$ cat src/rtl/frame_sequencer.sv
// Per-frame scheduler: start the cell engine, copy RAM to VRAM with an optional
// clear behind the copy, then hold for a programmable period while drawing is allowed.
module frame_sequencer #(
    parameter int unsigned COLUMNS    = 640,
    parameter int unsigned ROWS       = 480,
    parameter int unsigned ADDR_WIDTH = $clog2(COLUMNS * ROWS),
    parameter int unsigned DATA_WIDTH = 2,
    parameter int unsigned RD_LATENCY = 1,
    parameter int unsigned TICK_WIDTH = 27
) (
    input  logic                  clk_i,
    input  logic                  reset_ni,
    input  logic                  run_i,
    input  logic                  step_i,
    input  logic                  clear_en_i,
    input  logic [TICK_WIDTH-1:0] period_i,
    input  logic                  draw_en_i,
    output logic                  sim_start_o,
    input  logic                  sim_done_i,
    output logic                  owns_mem_o,
    output logic [ADDR_WIDTH-1:0] ram_rd_address_o,
    input  logic [DATA_WIDTH-1:0] ram_rd_data_i,
    output logic [ADDR_WIDTH-1:0] ram_wr_address_o,
    output logic [DATA_WIDTH-1:0] ram_wr_data_o,
    output logic                  ram_wr_en_o,
    output logic [ADDR_WIDTH-1:0] vram_wr_address_o,
    output logic [DATA_WIDTH-1:0] vram_wr_data_o,
    output logic                  vram_wr_en_o,
    output logic                  draw_en_o,
    output logic [15:0]           frame_count_o,
    output logic                  busy_o
);

    localparam int unsigned N_CELLS = COLUMNS * ROWS;
    localparam logic [ADDR_WIDTH-1:0] LAST_ADDR = ADDR_WIDTH'(N_CELLS - 1);

    typedef enum logic [2:0] {
        IDLE,
        SIMULATE,
        COPY,
        DRAIN,
        WAIT
    } state_t;

    state_t                  state;
    logic [ADDR_WIDTH-1:0]   rd_addr;
    logic [RD_LATENCY-1:0]   pipe_valid;
    logic [ADDR_WIDTH-1:0]   pipe_addr [RD_LATENCY];
    logic                    clear_latched;
    logic [TICK_WIDTH-1:0]   tick;
    logic [15:0]             frame_count;
    logic                    sim_start;

    // Read address and valid travel together; index 0 is the tail that lines up with read data.
    always_ff @(posedge clk_i or negedge reset_ni) begin
        if (!reset_ni) begin
            state         <= IDLE;
            rd_addr       <= '0;
            pipe_valid    <= '0;
            for (int unsigned i = 0; i < RD_LATENCY; i++) begin
                pipe_addr[i] <= '0;
            end
            clear_latched <= 1'b0;
            tick          <= '0;
            frame_count   <= '0;
            sim_start     <= 1'b0;
        end else begin
            sim_start <= 1'b0;
            for (int unsigned i = 1; i < RD_LATENCY; i++) begin
                pipe_valid[i-1] <= pipe_valid[i];
                pipe_addr[i-1]  <= pipe_addr[i];
            end
            pipe_valid[RD_LATENCY-1] <= (state == COPY);
            pipe_addr[RD_LATENCY-1]  <= rd_addr;

            case (state)
                IDLE: begin
                    if (run_i || step_i) begin
                        sim_start <= 1'b1;
                        state     <= SIMULATE;
                    end
                end
                SIMULATE: begin
                    if (sim_done_i) begin
                        rd_addr       <= '0;
                        clear_latched <= clear_en_i;
                        state         <= COPY;
                    end
                end
                COPY: begin
                    if (rd_addr == LAST_ADDR) begin
                        state <= DRAIN;
                    end else begin
                        rd_addr <= rd_addr + ADDR_WIDTH'(1);
                    end
                end
                DRAIN: begin
                    // Leave on the cycle the last valid retires so COPY+DRAIN spans N_CELLS+RD_LATENCY.
                    if ((pipe_valid >> 1) == '0) begin
                        frame_count <= frame_count + 16'd1;
                        tick        <= '0;
                        state       <= WAIT;
                    end
                end
                WAIT: begin
                    tick <= tick + TICK_WIDTH'(1);
                    if (period_i == '0 || tick == period_i - TICK_WIDTH'(1)) begin
                        state <= IDLE;
                    end
                end
                default: state <= IDLE;
            endcase
        end
    end

    assign sim_start_o       = sim_start;
    assign owns_mem_o        = (state == COPY) || (state == DRAIN);
    assign busy_o            = (state != IDLE);
    assign ram_rd_address_o  = rd_addr;
    assign ram_wr_address_o  = pipe_addr[0];
    assign ram_wr_data_o     = '0;
    assign ram_wr_en_o       = pipe_valid[0] & clear_latched;
    assign vram_wr_address_o = pipe_addr[0];
    assign vram_wr_data_o    = pipe_valid[0] ? ram_rd_data_i : '0;
    assign vram_wr_en_o      = pipe_valid[0];
    assign draw_en_o         = (state == WAIT) & draw_en_i;
    assign frame_count_o     = frame_count;

endmodule
$ cat config.mk
export PLATFORM = sky130hd
export DESIGN_NAME = frame_sequencer
export DESIGN_NICKNAME = d
export VERILOG_FILES = /design/src/rtl/frame_sequencer.sv
export SDC_FILE = /design/constraint.sdc
export NUM_CORES = 1
export LEC_CHECK = 0
export ABC_AREA = 1
export CAP_MARGIN = 20
export CORE_MARGIN = 4
export CORE_UTILIZATION = 48
export CTS_BUF_LIST = sky130_fd_sc_hd__clkbuf_4 sky130_fd_sc_hd__clkbuf_8
export DETAILED_ROUTE_END_ITERATION = 16
export MAX_ROUTING_LAYER = met4
export PLACE_DENSITY = 0.83
export SYNTH_ARGS = -nofsm -noshare
export SYNTH_HDL_FRONTEND = slang
export SYNTH_SLANG_ARGS = --single-unit
export TNS_END_PERCENT = 1
$ cat constraint.sdc
create_clock -name clk_i -period 1.8 [get_ports clk_i]
set_input_delay 0.36 -clock clk_i [delete_from_list [all_inputs] [get_ports clk_i]]
set_output_delay 0.36 -clock clk_i [all_outputs]
set_load 0.02 [all_outputs]
Yosys cells after proc, flatten, opt, wreduce, memory -nomap -nowiden. Cells that the tools add are included.

Register bits: 87. Output and inout port bits: 83. Word-level logic and storage cells: 48.

Add/sub/neg operators: 4. Equality and inequality tests: 11. Multiplexer cells: 12. Bitwise gates (word level): 2. Reduce and logical (&&, ||, !) cells: 11.

Operator list (number): $pmux W27 S2 (1); $mux W19 (2); $pmux W19 S2 (1); $add A27 B1 Y27 const B (1); $eq A27 B27 Y1 (1); $logic_not A27 Y1 (1); $sub A27 B1 Y27 const B (1); $add A19 B1 Y19 const B (1); $eq A19 B19 Y1 const B (1); $add A16 B1 Y16 const B (1); $pmux W3 S5 (1); $mux W3 (4); $ne A2 B2 Y1 const B (5); $eq A3 B2 Y1 const B (2); $reduce_and A4 Y1 (1); $reduce_bool A2 Y1 (2); $eq A3 B1 Y1 const B (1); $eq A3 B3 Y1 const B (1); $logic_not A3 Y1 (1); $logic_or A1 B1 Y1 (3); $reduce_and A3 Y1 (1); $reduce_bool A3 Y1 (1); $and A1 B1 Y1 (2); $mux W1 (2); 2 further kinds (2).

Logic depth before layout (Yosys ltp). Gate-level depths: netlist of run 1.

Word-level depth: 5. Gate-level depth with buffers: 15.

Worst setup path before layout of run 1. Ideal clock, no wire load.

Path type: reg2reg. Start point: register rd_addr[0] (netlist: ram_rd_address_o[0]). End point: register rd_addr[9] (netlist: ram_rd_address_o[9]). Library setup time: 0.117 ns. Arrival time: 1.853 ns. Data required time: 1.683 ns. Setup slack: -0.171 ns. Stages on the path, launching flop included: 14. Buffers on the path: 1. Cells stage by stage: dfrtp_1 ha_1 inv_1 nor3_4 nand2_2 nor4_4 nand2_2 nand2_4 inv_2 buf_6 nand4_2 nand2_1 nand2_1 nor2_1.

Longest elaborated chain between the ends: 3. Elaborated cells on any way between the ends: 6.

RTL lines: start: declaration (RTL line 46) `logic [ADDR_WIDTH-1:0] rd_addr;`; start signal: assignment (RTL line 94) `rd_addr <= rd_addr + ADDR_WIDTH'(1);`; $add A19 B1 Y19 / $eq A19 B19 Y1 (equally long branches) (RTL line 94, 91); $mux W19 / $ne A2 B2 Y1 (equally long branches); $pmux W19 S2 / $reduce_and A3 Y1 (equally long branches).

Several ways; a longest one is shown, not always the timed one. The select of a mux whose other input is x is not followed. A chain may end at the register's enable or synchronous reset.

Worst setup path in the final report of run 1.
Start point: register tick[1]. End point: register tick[22].

Longest elaborated chain between the ends: 2.

RTL lines: start: declaration (RTL line 50) `logic [TICK_WIDTH-1:0] tick;`; start signal: assignment (RTL line 106) `tick <= tick + TICK_WIDTH'(1);`; $add A27 B1 Y27 (RTL line 106); $pmux W27 S2 (RTL line 76) `case (state)`.

Every way passes these cells.

==> results.sh, run 1 <==
export IMPL_status="finished, violations left"
export IMPL_violations="negative setup slack"
export IMPL_syn_to_final_growth_pct=46.4
export IMPL_cp_cell_sequence="ha_2 > nand2_2 > nor2_2 > nand2_2 > inv_2 > nand3_4 > nor2_4 > nand2_2 > buf_4 > nor3_2 > nand2_1 > a21oi_1"
export IMPL_root_buffer="clkbuf_8"
export IMPL_h_tree_depth=3
export IMPL_ant_nets=0
export IMPL_vias=5587
export IMPL_hp_start="frame_count_o[15]$_DFFE_PN0P_"
export IMPL_cts_buffers=9
export IMPL_post_drt_wl_per_cell_um=14.5
export IMPL_cts_tree="built"
export IMPL_drv_cap=0
export IMPL_slowest_stage="dfrtp_1"
export IMPL_r2r_end="tick[22]$_DFFE_PN0P_"
export IMPL_drt_pass1_iter_count=5
export IMPL_finalHoldViolations=0
export IMPL_synth_edf_count=0
export IMPL_synth_seq_cells=87
export IMPL_regToRegStartpoint="tick[1]$_DFFE_PN0P_"
export IMPL_drc_errors=0
export IMPL_die_area_um2=13200
export IMPL_fp_coreArea_um2=11000
export IMPL_grt_overflow_total=0
export IMPL_vdd_ir_drop_max_mv=0.561
export IMPL_setup_viol=8
export IMPL_grt_pass1_vias=5362
export IMPL_grt_pass1_wl_mm=24.5
export IMPL_grt_setup_unrepaired="yes"
export IMPL_synth_simple_area_share=0.335
export IMPL_antenna_found_initial=0
export IMPL_synthMuxAreaShare=0.0130
export IMPL_post_synth_top_count_cell="nand2_1"
export IMPL_ys_warn_count=0
export IMPL_synth_top_area_cell="dfrtp_1"
export IMPL_grt_max_degree=38
export IMPL_fmax_mhz=533
export IMPL_cp_max_fo=3
export IMPL_hold_path_class="flop to flop"
export IMPL_period_minus_slack_ps=1880
export IMPL_cts_sinks=87
export IMPL_startpoint_type="flop"
export IMPL_worstPathRequired_ps=2100
export IMPL_synth_top_family_by_area="simple AND/OR/NAND/NOR gates"
export IMPL_postSynth_asyncResetShare=1.00
export IMPL_wl_mm=15.7
export IMPL_ys_top_cells_by_count="168 x nand2_1, 87 x dfrtp_1, 87 x inv_1"
export IMPL_fin_crit_sh=1.04
export IMPL_max_stage_delay_ps=370
export IMPL_row_count=38
export IMPL_nets=978
export IMPL_ys_flop_type="dfrtp_1"
export IMPL_ys_seq_area_frac=0.397
export IMPL_whs_ps=465
export IMPL_die_h_um=115
export IMPL_crit_path_end_kind="flop"
export IMPL_reg2regPathDepth=12
export IMPL_dp_cells=1052
export IMPL_track_usage=0.235
export IMPL_antennaDiodeCount=0
export IMPL_r2r_setup_slack_ps=-80
export IMPL_initial_core_util=0.497
export IMPL_clk_latency_ps=360
export IMPL_synth_top_area_share=0.397
export IMPL_syn_area_um2=5490
export IMPL_synth_cell_types=48
export IMPL_critPathCapture="tick[22]$_DFFE_PN0P_"
export IMPL_p_leak_uw=0.00421
export IMPL_critPathMostFrequentCell="nand2_2"
export IMPL_yosys_area_share_xor_xnor=0.0670
export IMPL_avgSynthCellArea_um2=7.61
export IMPL_skew_ps=11.8
export IMPL_synth_top_cells_by_area="dfrtp_1 40%, nand2_1 11%, inv_1 6.0%"
export IMPL_synth_fa_ha_area_frac=0.0114
export IMPL_layout_setup_ws_ps=-77.3
export IMPL_syn_inst=721
export IMPL_first_iter_violations=318
export IMPL_path_class="flop to flop"
export IMPL_critPathLaunch="tick[1]$_DFFE_PN0P_"
export IMPL_power_density_nw_per_um2=455
export IMPL_vias_per_cell=5.16
export IMPL_slew_violations=0
export IMPL_die_w_um=115
export IMPL_port_buffers=116
export IMPL_clk_pin_slew_ps=100
export IMPL_drive_gt1_frac=0.272
export IMPL_dp_hpwl_mm=11.5
export IMPL_fin_cells=1082
export IMPL_io_pins=119
export IMPL_synth_compound_area_frac=0.0718
export IMPL_cts_buffer_depth=2
export IMPL_gp_congestion=0.965
export IMPL_cp_arrival_ps=2180
per-stage QoR:
step            util  setup WS [ps]  setup TNS (ps)  total power, uW  instance area (um2)
2_1_floorplan      -          -9.84           -9.84             2130                 5510
3_3_place_gp   0.675           -610           -1530             2350                 7440
3_5_place_dp   0.675           -665           -1980             2360                 7440
4_1_cts        0.697           -170            -797             3670                 7680
5_1_grt        0.728           -267           -3050             3810                 8030
6_report       0.728          -77.3            -385             3660                 8030
worst min-delay path by stage:
stage	depth (start not counted)	to	slack, ps
after CTS	0	ram_wr_address_o[10]$_DFF_PN0_	480
final	1	frame_count_o[15]$_DFFE_PN0P_	460
after global routing	0	ram_wr_address_o[10]$_DFF_PN0_	500
after floorplan	0	clear_latched$_DFFE_PN0P_	60
after detailed placement	1	ram_wr_address_o[3]$_DFF_PN0_	360
after global placement	1	ram_wr_address_o[3]$_DFF_PN0_	360
critical path: cells and delay by family, from the launching register on:
kind / cells / cell delay [ps]
flops: 1 / 370
buf+inv: 2 / 250
simple gates: 8 / 880
fa+ha+maj: 1 / 190
compound gates: 1 / 120
cell families after synthesis:
logic type,after synthesis
buffers and inverters,127
AND/OR/NAND/NOR,385
flip-flops,87
other,1
XOR/XNOR,42
AO/OA/AOI/OAI,67
multiplexers,7
adder cells (fa/ha/maj),5
cell type report:
cell class,count,area [um2]
Inverter,98,373
Clock inverter,6,51.3
Sequential cell,87,2190
Clock buffer,10,138
Multi-Input combinational cell,508,3020
Timing Repair Buffer,233,2080
Fill cell,824,3000
Tap cell,140,175
layout by cell type, fill, tap and decap left out, drive strengths merged, types with 4 or more instances in the layout:
cell type      netlist  routed
clkinv               1       4
nand3b               9       9
nor2                97      97
dlygate4sd2          0      36
clkdlybuf4s50        0      54
nand4               23      23
buf                 24     117
inv                 97      99
a21oi               14      14
o31ai                7       7
xor2                29      29
mux2i                6       6
dfrtp               87      87
xnor2               13      13
nand2              177     177
o22ai                8       8
o21ai               28      28
clkbuf               5      11
nor4                 4       4
nand3               51      51
ha                   5       5
nor3                19      19
dlymetal6s2s         0      21
where the power goes:
| part | switching, uW | leakage, uW | internal [uW] |
|---|---|---|---|
| Combinational | 211 | 0.00305 | 184 |
| Clock | 749 | 0.0000935 | 556 |
| Sequential | 2.07 | 0.00107 | 1950 |
what timing repair did:
action,4_1_cts,5_1_grt
hold endpoints to repair,34,0
gates resized for setup,62,86
gates cloned,0,0
pin swaps,12,32
setup buffers,3,10
endpoints found under the setup margin,40,44
hold buffers,1,0
routing by layer:
layer / GRT usage / vias to the layer above / routed length [um]
met2: 0.384 / 215 / 7700
met4: 0.0767 / 0 / 375
met1: 0.301 / 2590 / 6740
met5: - / - / 0
li1: - / 2749 / -
met3: 0.0374 / 33 / 915
state kept, by name, indices dropped and copies added, names as in the netlist:
| register | count |
|---|---|
| tick | 27 |
| ram_rd_address_o | 19 |
| ram_wr_address_o | 19 |
| frame_count_o | 16 |
| state | 3 |
| clear_latched | 1 |
| sim_start_o | 1 |
| vram_wr_en_o | 1 |
Note: power is estimated with default switching activity, not from simulation.
==> inputs of run 2 (changes only) <==
Settings changed: CORE_MARGIN 4 to unset.
==> results.sh, run 2 (synthesis results as in run 1) <==
export IMPL_path_buf_inv=1
export IMPL_finalHoldViolations=0
export IMPL_drive_gt1_frac=0.262
export IMPL_io_pins=119
export IMPL_grt_overflow_total=0
export IMPL_grt_setup_unrepaired="yes"
export IMPL_path_class="flop to flop"
export IMPL_fin_crit_sh=1.02
export IMPL_status="finished, violations left"
export IMPL_min_path_cells=1
export IMPL_first_iter_violations=305
export IMPL_layout_commonest_cell="nand2_1"
export IMPL_ant_nets=0
export IMPL_hold_end="frame_count_o[15]$_DFFE_PN0P_"
export IMPL_cp_arrival_ps=2110
export IMPL_clk_latency_ps=370
export IMPL_die_area_um2=11900
export IMPL_skew_ps=8.17
export IMPL_initial_core_util=0.500
export IMPL_slew_violations=0
export IMPL_violations="negative setup slack"
export IMPL_worstPathRequired_ps=2060
export IMPL_r2r_setup_slack_ps=-40
export IMPL_layout_setup_ws_ps=-43.0
export IMPL_fill_cells=802
export IMPL_vias_per_cell=5.13
export IMPL_die_h_um=109
export IMPL_post_drt_wl_per_cell_um=14.1
export IMPL_fp_coreArea_um2=11000
export IMPL_total_power_uw=3730
export IMPL_max_stage_delay_ps=370
export IMPL_die_w_um=109
export IMPL_top_register="tick"
export IMPL_multi_input_area_um2=2980
export IMPL_fmax_mhz=543
export IMPL_grt_pass1_wl_mm=23.5
export IMPL_startpoint_type="flop"
export IMPL_row_count=38
export IMPL_nets=979
export IMPL_setup_viol=4
export IMPL_slowest_stage="dfrtp_1"
export IMPL_r2r_end="tick[26]$_DFFE_PN0P_"
export IMPL_vdd_ir_drop_max_mv=0.484
export IMPL_regArea_um2=2180
export IMPL_layout_cells_most_common_list="159 x nand2_1, 112 x buf_4, 82 x inv_1"
export IMPL_reg2regPathDepth=12
export IMPL_antenna_found_initial=0
export IMPL_cp_cell_sequence="ha_2 > nand2_2 > nor2_4 > nand2_2 > inv_2 > nand3_4 > nor2_4 > nand2_4 > nor3_4 > nand4_1 > nand3_1 > o21ai_1"
export IMPL_track_usage=0.264
export IMPL_grt_max_degree=35
export IMPL_clk_pin_slew_ps=90
export IMPL_crit_path_end_kind="flop"
export IMPL_power_density_nw_per_um2=465
export IMPL_cts_sinks=87
export IMPL_drv_cap=0
export IMPL_antennaDiodeCount=0
export IMPL_largest_reg_flops=27
export IMPL_drt_pass1_iter_count=6
export IMPL_h_tree_depth=3
export IMPL_cts_tree="built"
export IMPL_hp_start="frame_count_o[15]$_DFFE_PN0P_"
export IMPL_cp_max_fo=3
export IMPL_root_buffer="clkbuf_8"
export IMPL_regToRegStartpoint="tick[0]$_DFFE_PN0P_"
export IMPL_cts_buffer_depth=2
export IMPL_syn_to_final_growth_pct=46.1
export IMPL_wl_mm=15.3
export IMPL_period_minus_slack_ps=1840
export IMPL_hold_path_class="flop to flop"
export IMPL_grt_pass1_vias=5197
export IMPL_p_leak_uw=0.00426
export IMPL_vias=5551
export IMPL_drc_errors=0
export IMPL_cts_buffers=9
export IMPL_tns_ps=-114
export IMPL_dp_hpwl_mm=11.2
export IMPL_crit_family="simple AND/OR/NAND/NOR gates"
export IMPL_gp_congestion=0.942
export IMPL_port_buffers=116
-- run 2: worst max-delay path by stage --
| stage | from | to | slack (ps) | depth (start not counted) |
|---|---|---|---|---|
| floorplan | ram_rd_address_o[0]$_DFFE_PN0P_ | ram_rd_address_o[9]$_DFFE_PN0P_ | -10 | 13 |
| global placement | period_i[1] | state[0]$_DFFE_PN0P_ | -590 | 15 |
| detailed placement | period_i[1] | state[0]$_DFFE_PN0P_ | -620 | 15 |
| CTS | period_i[1] | state[0]$_DFFE_PN0P_ | -220 | 15 |
| global route | tick[0]$_DFFE_PN0P_ | tick[26]$_DFFE_PN0P_ | -200 | 12 |
| finish | tick[0]$_DFFE_PN0P_ | tick[26]$_DFFE_PN0P_ | -40 | 12 |
-- run 2: routing by layer --
layer	routed length [um]	global-route usage	vias to the layer above
li1	-	-	2733
met1	6440	0.328	2565
met2	7580	0.433	209
met3	845	0.0305	44
met4	425	0.118	0
met5	0	-	-
-- run 2: report_power, final --
group | switching, uW | internal (uW)
Combinational | 211 | 193
Clock | 723 | 642
Sequential | 2.00 | 1950
Total | 936 | 2790
-- run 2: worst reg2reg max path, cell delays in order (launching register included) --
cell	delay [ps]
dfrtp_1	370
ha_2	190
nand2_2	80
nor2_4	120
nand2_2	80
inv_2	90
nand3_4	80
nor2_4	150
nand2_4	80
nor3_4	210
nand4_1	140
nand3_1	100
o21ai_1	60
-- run 2: layout make-up --
type	instances	area share
Clock buffer	9	0.0155
Tap cell	140	0.0219
Inverter	98	0.0462
Sequential cell	87	0.273
Timing Repair Buffer	234	0.263
Clock inverter	6	0.00890
Multi-Input combinational cell	508	0.372
-- run 2: stage by stage --
step                      instance area, um2  hold slack [ps]  setup WS, ps   util  instances
after CTS                               7660              466          -220  0.698       1072
after detailed placement                7450              333          -623  0.679       1053
after global routing                    8020              494          -203  0.730       1082
final                                   8020              464         -43.0  0.730       1082
after global placement                  7450              328          -591  0.679       1053
after floorplan                         5510             64.4         -9.84      -        722
-- run 2: timing repair --
action / CTS / global route
hold buffers: 1 / 0
pin swaps: 3 / 38
hold endpoints to repair: 29 / 0
gates resized for setup: 38 / 98
buffers inserted: 3 / 10
endpoints found under the setup margin: 40 / 44
==> inputs of run 3 (changes only) <==
Settings changed: CORE_UTILIZATION 48 to 54, PLACE_DENSITY 0.83 to 0.88.
Clock period 1.8 ns to 2.15 ns, I/O delays scaled along.
==> results.sh, run 3 (synthesis results as in run 1) <==
export IMPL_status="finished clean"
export IMPL_dpl_cell_area_um2=7150
export IMPL_fill_cells=682
export IMPL_finalHoldViolations=0
export IMPL_cts_buffers=9
export IMPL_grt_max_degree=39
export IMPL_die_w_um=103
export IMPL_drv_cap=0
export IMPL_drt_pass1_iter_count=5
export IMPL_grt_pass1_vias=5387
export IMPL_tightest_slew_ps=586
export IMPL_tns_ps=0
export IMPL_antennaDiodeCount=0
export IMPL_cts_hold_buf=0
export IMPL_path_class="input port to flop"
export IMPL_dp_hpwl_mm=11.9
export IMPL_cts_tree="built"
export IMPL_grt_overflow_total=0
export IMPL_row_count=36
export IMPL_nets=932
export IMPL_power_density_nw_per_um2=405
export IMPL_cp_arrival_ps=2430
export IMPL_antenna_found_initial=0
export IMPL_vias_per_cell=5.42
export IMPL_crit_path_end_kind="flop"
export IMPL_fin_util=0.766
export IMPL_hold_path_class="input port to async pin"
export IMPL_slew_violations=0
export IMPL_post_route_cell_area_um2=7520
export IMPL_startpoint_type="input port"
export IMPL_fin_crit_sh=0.986
export IMPL_relSlewSlack=0.606
export IMPL_initial_core_util=0.559
export IMPL_wl_mm=15.8
export IMPL_post_drt_wl_per_cell_um=15.4
export IMPL_fmax_mhz=472
export IMPL_gp_congestion=0.951
export IMPL_track_usage=0.311
export IMPL_drc_errors=0
export IMPL_io_pins=119
export IMPL_top_register="tick"
export IMPL_setup_viol=0
export IMPL_r2r_setup_slack_ps=100
export IMPL_cts_buffer_depth=2
export IMPL_p_leak_uw=0.00374
export IMPL_layout_cells_most_common_list="165 x nand2_1, 101 x clkdlybuf4s50_1, 87 x dfrtp_1"
export IMPL_die_h_um=103
export IMPL_clk_pin_slew_ps=90
export IMPL_grt_setup_unrepaired="yes"
export IMPL_fp_coreArea_um2=9820
export IMPL_first_iter_violations=429
export IMPL_grt_pass1_wl_mm=24.4
export IMPL_vias=5573
export IMPL_layout_setup_ws_ps=29.2
export IMPL_largest_reg_flops=27
export IMPL_cp_max_fo=3
export IMPL_clk_latency_ps=370
export IMPL_skew_ps=13.4
export IMPL_layout_commonest_cell="nand2_1"
export IMPL_regArea_um2=2180
export IMPL_total_power_uw=3050
export IMPL_root_buffer="clkbuf_8"
export IMPL_die_area_um2=10600
export IMPL_dpl_worst_slack_ps=-457
export IMPL_vdd_ir_drop_max_mv=0.391
export IMPL_worstPathRequired_ps=2460
export IMPL_cts_sinks=87
export IMPL_ant_nets=0
export IMPL_h_tree_depth=3
export IMPL_multi_input_area_um2=2860
export IMPL_syn_to_final_growth_pct=37.1
export IMPL_drive_gt1_frac=0.181
export IMPL_port_buffers=116
export IMPL_period_minus_slack_ps=2120
## run 3: cell count changes in the layout (fill, tap and decap cells not counted), sizes merged, moves of 16 or more
| cell | previous run | this run |
|---|---|---|
| buf | 120 | 71 |
| clkdlybuf4s50 | 56 | 101 |
| dlymetal6s2s | 29 | 13 |
| dlygate4sd2 | 26 | 1 |
## run 3: metal layers
metal	vias to the layer above	wire [um]	GRT usage
met1	2647	6450	0.370
li1	2648	-	-
met2	236	7910	0.522
met4	0	460	0.124
met3	42	978	0.0576
met5	-	0	-
## run 3: final cells by class
type	instances	share of cell area
Sequential cell	87	0.289
Timing Repair Buffer	187	0.234
Multi-Input combinational cell	508	0.381
Tap cell	133	0.0221
Clock buffer	9	0.0165
Clock inverter	7	0.00765
Inverter	98	0.0492
## run 3: what timing repair did
action | 4_1_cts | 5_1_grt
buffers inserted | 0 | 3
endpoints found under the hold margin | 0 | 0
resized for setup | 5 | 43
endpoints found under the setup margin | 3 | 10
pin swaps | 0 | 10
## run 3: power by group
group / leakage (uW) / switching (uW) / internal, uW
combinational: 0.00259 / 177 / 162
sequential: 0.00107 / 2.30 / 1640
clock: 0.0000877 / 636 / 433
total: 0.00374 / 815 / 2230
## run 3: per-stage QoR
step / hold slack [ps] / cells
final: 17.4 / 1029
after global placement: 424 / 1010
after detailed placement: 429 / 1010
after global routing: 46.5 / 1029
after floorplan: 134 / 722
after CTS: 28.9 / 1026
## run 3: worst max-delay path: stages
cell and delay, ps:
clkdlybuf4s50_1 450, buf_4 170, nor2_4 100, nand2_2 120, buf_4 160, nor2_2 140, nand3_1 110, nand3_1 100
nand2_1 50, nor2_1 80, nand3_1 120, o21bai_2 230, nand3_1 100, nand2_1 60
## run 3: path summary, 6_finish.rpt
kind	start	endpoint	depth (start not counted)
min	reset_ni	ram_wr_address_o[4]$_DFF_PN0_	1
min reg2reg	ram_rd_address_o[1]$_DFFE_PN0P_	ram_wr_address_o[1]$_DFF_PN0_	0
max reg2reg	state[2]$_DFFE_PN0P_	frame_count_o[15]$_DFFE_PN0P_	9
max	period_i[9]	state[0]$_DFFE_PN0P_	14
min in group clk_i	ram_rd_address_o[1]$_DFFE_PN0P_	ram_wr_address_o[1]$_DFF_PN0_	0
max in group asynchronous	reset_ni	tick[23]$_DFFE_PN0P_	2
